**config.mk**
```make
export PLATFORM = sky130hd
export DESIGN_NAME = serial_result_collector_flat
export DESIGN_NICKNAME = d
export VERILOG_FILES = /design/src/rtl/serial_result_collector_if.sv /design/src/rtl/serial_result_collector.sv /design/src/flat_wrapper.sv
export SDC_FILE = /design/constraint.sdc
export NUM_CORES = 1
export LEC_CHECK = 0
export CAP_MARGIN = 20
export CORE_ASPECT_RATIO = 1.25
export CORE_MARGIN = 4
export CORE_UTILIZATION = 49
export DETAILED_ROUTE_END_ITERATION = 8
export PLACE_DENSITY = 0.71
export SETUP_SLACK_MARGIN = 0.02
export SYNTH_ARGS = -nofsm -noshare
export SYNTH_HDL_FRONTEND = slang
export SYNTH_SLANG_ARGS = --single-unit
```
**constraint.sdc**
```tcl
create_clock -name clk -period 3 [get_ports clk]
set_clock_uncertainty 0.15 [all_clocks]
set_input_delay 0.6 -clock clk [delete_from_list [all_inputs] [get_ports clk]]
set_output_delay 0.6 -clock clk [all_outputs]
set_load 0.02 [all_outputs]
```
**src/rtl/serial_result_collector_if.sv**
```systemverilog
// Interface bundle for serial_result_collector: serial input stream, flag
// control and the valid/ready output side. The optional statistics outputs
// exist only when SERIAL_COLLECTOR_STATS_EN is defined.
interface serial_result_collector_if #(
    parameter int WIDTH = 4,
    parameter int CNT_W = 3
);
    logic             start_c;
    logic             c;
    logic             out_ready;
    logic             clear_flags;
    logic             out_valid;
    logic [WIDTH-1:0] out_data;
    logic [CNT_W-1:0] fifo_count;
    logic             busy;
    logic             overflow;
    logic             frame_abort;
`ifdef SERIAL_COLLECTOR_STATS_EN
    logic [15:0]      words_rx;
    logic [15:0]      words_drop;

    modport slave (
        input  start_c, c, out_ready, clear_flags,
        output out_valid, out_data, fifo_count, busy, overflow, frame_abort,
        output words_rx, words_drop
    );
    modport master (
        output start_c, c, out_ready, clear_flags,
        input  out_valid, out_data, fifo_count, busy, overflow, frame_abort,
        input  words_rx, words_drop
    );
`else
    modport slave (
        input  start_c, c, out_ready, clear_flags,
        output out_valid, out_data, fifo_count, busy, overflow, frame_abort
    );
    modport master (
        output start_c, c, out_ready, clear_flags,
        input  out_valid, out_data, fifo_count, busy, overflow, frame_abort
    );
`endif
endinterface

```
**src/rtl/serial_result_collector.sv**
```systemverilog
// serial_result_collector: deserializes LSB-first WIDTH-bit result frames
// (framed by start_c) into words, buffers them in a DEPTH-entry FIFO and
// presents them on a valid/ready interface. Sticky flags report dropped
// words (overflow) and truncated frames (frame_abort).
// Optional feature macro: SERIAL_COLLECTOR_STATS_EN adds saturating 16-bit
// words_rx / words_drop counters.
module serial_result_collector #(
    parameter int WIDTH = 4,
    parameter int DEPTH = 4,
    parameter int CNT_W = 3
) (
    input  logic                     clk,
    input  logic                     reset,
    serial_result_collector_if.slave bus
);
    localparam int                PTR_W  = (DEPTH > 1) ? $clog2(DEPTH) : 1;
    localparam int                BIT_W  = (WIDTH > 1) ? $clog2(WIDTH) : 1;
    localparam logic [BIT_W-1:0]  LAST   = BIT_W'(WIDTH - 1);
    localparam logic [CNT_W-1:0]  FULL   = CNT_W'(DEPTH);

    typedef enum logic {S_IDLE, S_SHIFT} state_t;

    state_t             r_state;
    state_t             w_state_nxt;
    logic [BIT_W-1:0]   r_cnt;
    logic [BIT_W-1:0]   w_cnt_nxt;
    logic [WIDTH-1:0]   r_shift;
    logic [WIDTH-1:0]   w_shift_nxt;
    logic [WIDTH-1:0]   w_bit0;
    logic [WIDTH-1:0]   w_captured;
    logic [WIDTH-1:0]   w_word;
    logic               w_done;
    logic               w_abort;

    logic [WIDTH-1:0]   r_mem [DEPTH];
    logic [PTR_W-1:0]   r_wr_ptr;
    logic [PTR_W-1:0]   r_rd_ptr;
    logic [CNT_W-1:0]   r_count;
    logic               r_overflow;
    logic               r_frame_abort;
    logic               w_valid;
    logic               w_pop;
    logic               w_push_ok;
    logic               w_drop;

    // Frame FSM state, bit counter and partial word.
    always_ff @(posedge clk) begin
        if (reset) begin
            r_state <= S_IDLE;
            r_cnt   <= '0;
            r_shift <= '0;
        end else begin
            r_state <= w_state_nxt;
            r_cnt   <= w_cnt_nxt;
            r_shift <= w_shift_nxt;
        end
    end

    // Next-state logic: capture bits, detect completed words and restarts.
    always_comb begin
        w_state_nxt       = r_state;
        w_cnt_nxt         = r_cnt;
        w_shift_nxt       = r_shift;
        w_done            = 1'b0;
        w_abort           = 1'b0;
        w_bit0            = '0;
        w_bit0[0]         = bus.c;
        w_captured        = r_shift;
        w_captured[r_cnt] = bus.c;
        w_word            = w_captured;
        unique case (r_state)
            S_IDLE: begin
                if (bus.start_c) begin
                    if (WIDTH == 1) begin
                        // A one-bit word is complete in its start cycle.
                        w_done      = 1'b1;
                        w_word      = w_bit0;
                        w_shift_nxt = '0;
                        w_cnt_nxt   = '0;
                    end else begin
                        w_shift_nxt = w_bit0;
                        w_cnt_nxt   = BIT_W'(1);
                        w_state_nxt = S_SHIFT;
                    end
                end
            end
            S_SHIFT: begin
                if (bus.start_c) begin
                    // New frame overrides the partial one; this c is its bit 0.
                    w_abort     = 1'b1;
                    w_shift_nxt = w_bit0;
                    w_cnt_nxt   = BIT_W'(1);
                end else if (r_cnt == LAST) begin
                    w_done      = 1'b1;
                    w_shift_nxt = '0;
                    w_cnt_nxt   = '0;
                    w_state_nxt = S_IDLE;
                end else begin
                    w_shift_nxt = w_captured;
                    w_cnt_nxt   = r_cnt + 1'b1;
                end
            end
            default: w_state_nxt = S_IDLE;
        endcase
    end

    assign w_valid   = (r_count != '0);
    assign w_pop     = w_valid && bus.out_ready;
    // A full FIFO still accepts a word when the head leaves on the same edge.
    assign w_push_ok = w_done && ((r_count != FULL) || w_pop);
    assign w_drop    = w_done && !w_push_ok;

    // FIFO storage; stale entries are harmless because pointers gate reads.
    always_ff @(posedge clk) begin
        if (w_push_ok) begin
            r_mem[r_wr_ptr] <= w_word;
        end
    end

    // FIFO pointers, occupancy and sticky flags (a set beats a clear).
    always_ff @(posedge clk) begin
        if (reset) begin
            r_wr_ptr      <= '0;
            r_rd_ptr      <= '0;
            r_count       <= '0;
            r_overflow    <= 1'b0;
            r_frame_abort <= 1'b0;
        end else begin
            if (w_push_ok) r_wr_ptr <= r_wr_ptr + 1'b1;
            if (w_pop)     r_rd_ptr <= r_rd_ptr + 1'b1;
            if (w_push_ok && !w_pop)      r_count <= r_count + 1'b1;
            else if (!w_push_ok && w_pop) r_count <= r_count - 1'b1;
            r_overflow    <= w_drop  || (r_overflow    && !bus.clear_flags);
            r_frame_abort <= w_abort || (r_frame_abort && !bus.clear_flags);
        end
    end

    assign bus.out_valid   = w_valid;
    assign bus.out_data    = w_valid ? r_mem[r_rd_ptr] : '0;
    assign bus.fifo_count  = r_count;
    assign bus.busy        = (r_state == S_SHIFT);
    assign bus.overflow    = r_overflow;
    assign bus.frame_abort = r_frame_abort;

`ifdef SERIAL_COLLECTOR_STATS_EN
    logic [15:0] r_words_rx;
    logic [15:0] r_words_drop;

    // Saturating counters of completed and dropped words.
    always_ff @(posedge clk) begin
        if (reset) begin
            r_words_rx   <= '0;
            r_words_drop <= '0;
        end else begin
            if (w_done && (r_words_rx != 16'hFFFF))   r_words_rx   <= r_words_rx + 1'b1;
            if (w_drop && (r_words_drop != 16'hFFFF)) r_words_drop <= r_words_drop + 1'b1;
        end
    end

    assign bus.words_rx   = r_words_rx;
    assign bus.words_drop = r_words_drop;
`endif
endmodule

```
**src/flat_wrapper.sv**
```systemverilog
// flat-port wrapper written by rule: the top's interface ports become plain ports
module serial_result_collector_flat 
#(
    parameter int WIDTH = 4,
    parameter int DEPTH = 4,
    parameter int CNT_W = 3
)
  (clk, reset, bus_start_c, bus_c, bus_out_ready, bus_clear_flags, bus_out_valid, bus_out_data, bus_fifo_count, bus_busy, bus_overflow, bus_frame_abort);
  serial_result_collector_if #(.WIDTH(WIDTH), .CNT_W(CNT_W)) bus_i ();
  input  logic clk;
  input  logic reset;
  input wire logic [$bits(bus_i.start_c)-1:0] bus_start_c;
  input wire logic [$bits(bus_i.c)-1:0] bus_c;
  input wire logic [$bits(bus_i.out_ready)-1:0] bus_out_ready;
  input wire logic [$bits(bus_i.clear_flags)-1:0] bus_clear_flags;
  output wire logic [$bits(bus_i.out_valid)-1:0] bus_out_valid;
  output wire logic [$bits(bus_i.out_data)-1:0] bus_out_data;
  output wire logic [$bits(bus_i.fifo_count)-1:0] bus_fifo_count;
  output wire logic [$bits(bus_i.busy)-1:0] bus_busy;
  output wire logic [$bits(bus_i.overflow)-1:0] bus_overflow;
  output wire logic [$bits(bus_i.frame_abort)-1:0] bus_frame_abort;
  assign bus_i.start_c = bus_start_c;
  assign bus_i.c = bus_c;
  assign bus_i.out_ready = bus_out_ready;
  assign bus_i.clear_flags = bus_clear_flags;
  assign bus_out_valid = bus_i.out_valid;
  assign bus_out_data = bus_i.out_data;
  assign bus_fifo_count = bus_i.fifo_count;
  assign bus_busy = bus_i.busy;
  assign bus_overflow = bus_i.overflow;
  assign bus_frame_abort = bus_i.frame_abort;
  serial_result_collector #(.WIDTH(WIDTH), .DEPTH(DEPTH), .CNT_W(CNT_W)) u_core (.clk(clk), .reset(reset), .bus(bus_i));
endmodule
```
==> flow_summary.toml <==
[power]
sw_frac_of_total_pct = 33.3
power_density_nw_per_um2 = 700
p_leak_nw = 0.678
power.switching_mw = 0.422
internal_power_mw = 0.844
clkPwrFrac_pct = 18.6
ir_drop_uv = 548
power_frac_comb_pct = 35.6
pwr-share-seq_pct = 45.7

[routing]
vias = 972
wire_per_inst_um = 14.0
firstDrtPassIters = 4
drtIter0Drc = 10
drc = 0
avgViaCountPerCell = 5.31
ant_nets = 0
wl_um = 2560

[sta]
rsz0062_at_grt = "no"
max_freq_ghz = 0.359
max_slew_margin_pct = 74.0
fin_crit_ns = 2.79
setup_viol = 0
tns_ns = 0
finalHoldViolCount = 0
hold_slack_ns = 0.300
post-route-period-util_pct = 92.9
drv_slew = 0
worst_pin_slew_ns = 0.387

[synthesis]
synth_cells = 124
avgSynthCellArea_um2 = 12.4
synth_seq_cells = 34
yosys_warnings = 0
async_flop_share_pct = 0
synth_ff_type = "dfxtp_1"
synth_edf_count = 16
ys_seq_area_share_pct = 54.5
syn_area_um2 = 1540
synth.distinct_cells = 30
syn_nets = 140

[job]
maxCapViolCount = 0

[min_path]
hold_path.class = "reg2reg"

[floorplanning]
io_pins = 17
floorplan.initialDensity_pct = 51.9
fp.dieW_um = 58.2
core_um2 = 2970
placementRows = 22
die_h_um = 70.7
dieArea_um2 = 4110

[worst_setup_path]
crit_required_ns = 2.25
r2r-end = "u_core.bus.fifo_count[2]$_SDFFE_PP0P_"
crit_type = "reg2out"
endpoint_kind = "primary output"
worstPathArrival_ns = 2.04
rr_startpoint = "u_core.r_cnt[0]$_SDFFE_PP0P_"
rrSetupSlack_ns = 0.55
cp-start-kind = "register"
critPathMaxFanout = 4
crit_end = "bus_out_data[0]"
reg2reg_depth = 9

[finish]
fin_nets = 162
final_cell_mix = "18 x dfxtp_1, 16 x clkdlybuf4s50_1, 16 x edfxtp_1, 9 x nor2_1, 9 x ha_1"
final_common_cell = "dfxtp_1"
syn_to_final_growth_pct = 17.3
fin_area_um2 = 1810
fin_util_pct = 60.8
post_route_cells_drive_above_1_share_pct = 17.7
diodes = 0

[place]
port_buffers = 16
dp_hpwl_um = 1970
place_congestion = 0.731
place_area_um2 = 1750

[cts]
clockBufferDepth = 2
cts_hold_buffers = 0
path_clk_slew_ns = 0.10
cts_sinks = 34
cts_tree = "yes"
clk_latency_ns = 0.34
root_buffer = "clkbuf_4"
cts_made_buffers = 5
h-tree-depth = 2

[global_routing]
grt_max_degree = 20
gr-total-overflow = 0
antenna_found_initial = 0
grt_use_total_pct = 14.8
grt_pass1_vias = 981
grt_pass1_wl_um = 4440

[status]
status = "finished clean"
==> Yosys cell counts (2+ instances only) <==
master | n | area (um2)
nand2b_1 | 2 | 12.5
nor2_1 | 9 | 33.8
nand2_1 | 5 | 18.8
or3_1 | 2 | 12.5
o21ai_0 | 4 | 20.0
mux4_2 | 4 | 90.1
buf_2 | 2 | 10.0
a21oi_1 | 7 | 35.0
and2_2 | 4 | 30.0
mux2_2 | 4 | 45.0
edfxtp_1 | 16 | 480
nor3_1 | 5 | 25.0
ha_1 | 9 | 113
inv_1 | 8 | 30.0
nor2b_1 | 4 | 25.0
and2b_1 | 3 | 22.5
xor2_1 | 3 | 26.3
dfxtp_1 | 18 | 360
clkbuf_1 | 2 | 7.51
mux2i_1 | 3 | 30.0
==> worst min path at each step <==
stage / to / slack, ns / start / depth (start not counted)
detailed placement: u_core.r_shift[3]$_SDFFE_PP0P_ / 0.29 / u_core.r_shift[3]$_SDFFE_PP0P_ / 2
finish: u_core.r_shift[3]$_SDFFE_PP0P_ / 0.30 / u_core.r_shift[3]$_SDFFE_PP0P_ / 2
global placement: u_core.r_shift[3]$_SDFFE_PP0P_ / 0.27 / u_core.r_shift[3]$_SDFFE_PP0P_ / 2
floorplan: u_core.r_shift[3]$_SDFFE_PP0P_ / 0.26 / u_core.r_shift[3]$_SDFFE_PP0P_ / 2
global route: u_core.r_shift[3]$_SDFFE_PP0P_ / 0.33 / u_core.r_shift[3]$_SDFFE_PP0P_ / 2
CTS: u_core.r_shift[3]$_SDFFE_PP0P_ / 0.31 / u_core.r_shift[3]$_SDFFE_PP0P_ / 2
==> per-stage QoR <==
| step | worst slack, ns | power, mW | instances |
|---|---|---|---|
| 2_1_floorplan | 0.543 | 0.859 | 124 |
| 3_3_place_gp | 0.193 | 1.03 | 175 |
| 3_5_place_dp | 0.0800 | 1.04 | 175 |
| 4_1_cts | 0.0921 | 1.28 | 183 |
| 5_1_grt | 0.106 | 1.35 | 183 |
| 6_report | 0.214 | 1.27 | 183 |
==> power by group through the flow <==
stage / clock network (mW) / registers (mW) / logic, mW
finish: 0.236 / 0.579 / 0.451
global route: 0.267 / 0.590 / 0.493
CTS: 0.243 / 0.578 / 0.456
detailed placement: 0 / 0.589 / 0.454
global placement: 0 / 0.586 / 0.443
floorplan: 0 / 0.601 / 0.258
==> registers in the layout (all words and copies together) (netlist names), named ones only <==
name                    cells
u_core.r_wr_ptr             2
u_core.r_rd_ptr             2
u_core.r_mem               16
u_core.bus.overflow         1
u_core.r_cnt                2
u_core.bus.frame_abort      1
u_core.bus.busy             1
u_core.bus.fifo_count       3
u_core.r_shift              4
==> cells by family (layout without fill, tap and decap cells) <==
| group | Yosys count | in the layout | synth area share, % |
|---|---|---|---|
| buffers and inverters | 12 | 35 | 3.08 |
| multiplexers | 12 | 12 | 11.7 |
| AO/OA/AOI/OAI | 14 | 14 | 4.95 |
| XOR/XNOR | 3 | 3 | 1.70 |
| AND/OR/NAND/NOR | 39 | 39 | 15.4 |
| flip-flops | 34 | 34 | 54.5 |
| adder cells (fa/ha/maj) | 10 | 10 | 8.60 |
==> what timing repair did <==
| item | 4_1_cts | 5_1_grt |
|---|---|---|
| buffers inserted | 0 | 0 |
| endpoints found under the setup margin | 0 | 3 |
| gates resized for setup | 0 | 1 |
==> worst max-delay path: stages (launching register included) <==
cell,delay [ns]
dfxtp_1,0.48
mux4_2,0.53
and2b_1,0.16
clkdlybuf4s50_1,0.52
==> per-layer routing <==
layer,track usage [%],vias up,part of all wire (%)
li1,-,480,-
met2,24.5,26,54
met4,10.1,0,2.5
met5,0,-,0
met1,16.0,458,38
met3,4.20,8,6.1
==> cell type report <==
class	count	area [um2]
Fill cell	248	1160
Sequential cell	34	841
Multi-Input combinational cell	78	658
Timing Repair Buffer	19	183
Tap cell	36	45.0
Clock buffer	6	41.3
Inverter	8	30.0
Clock inverter	2	10.0
Power figures use the tool's default switching activity.
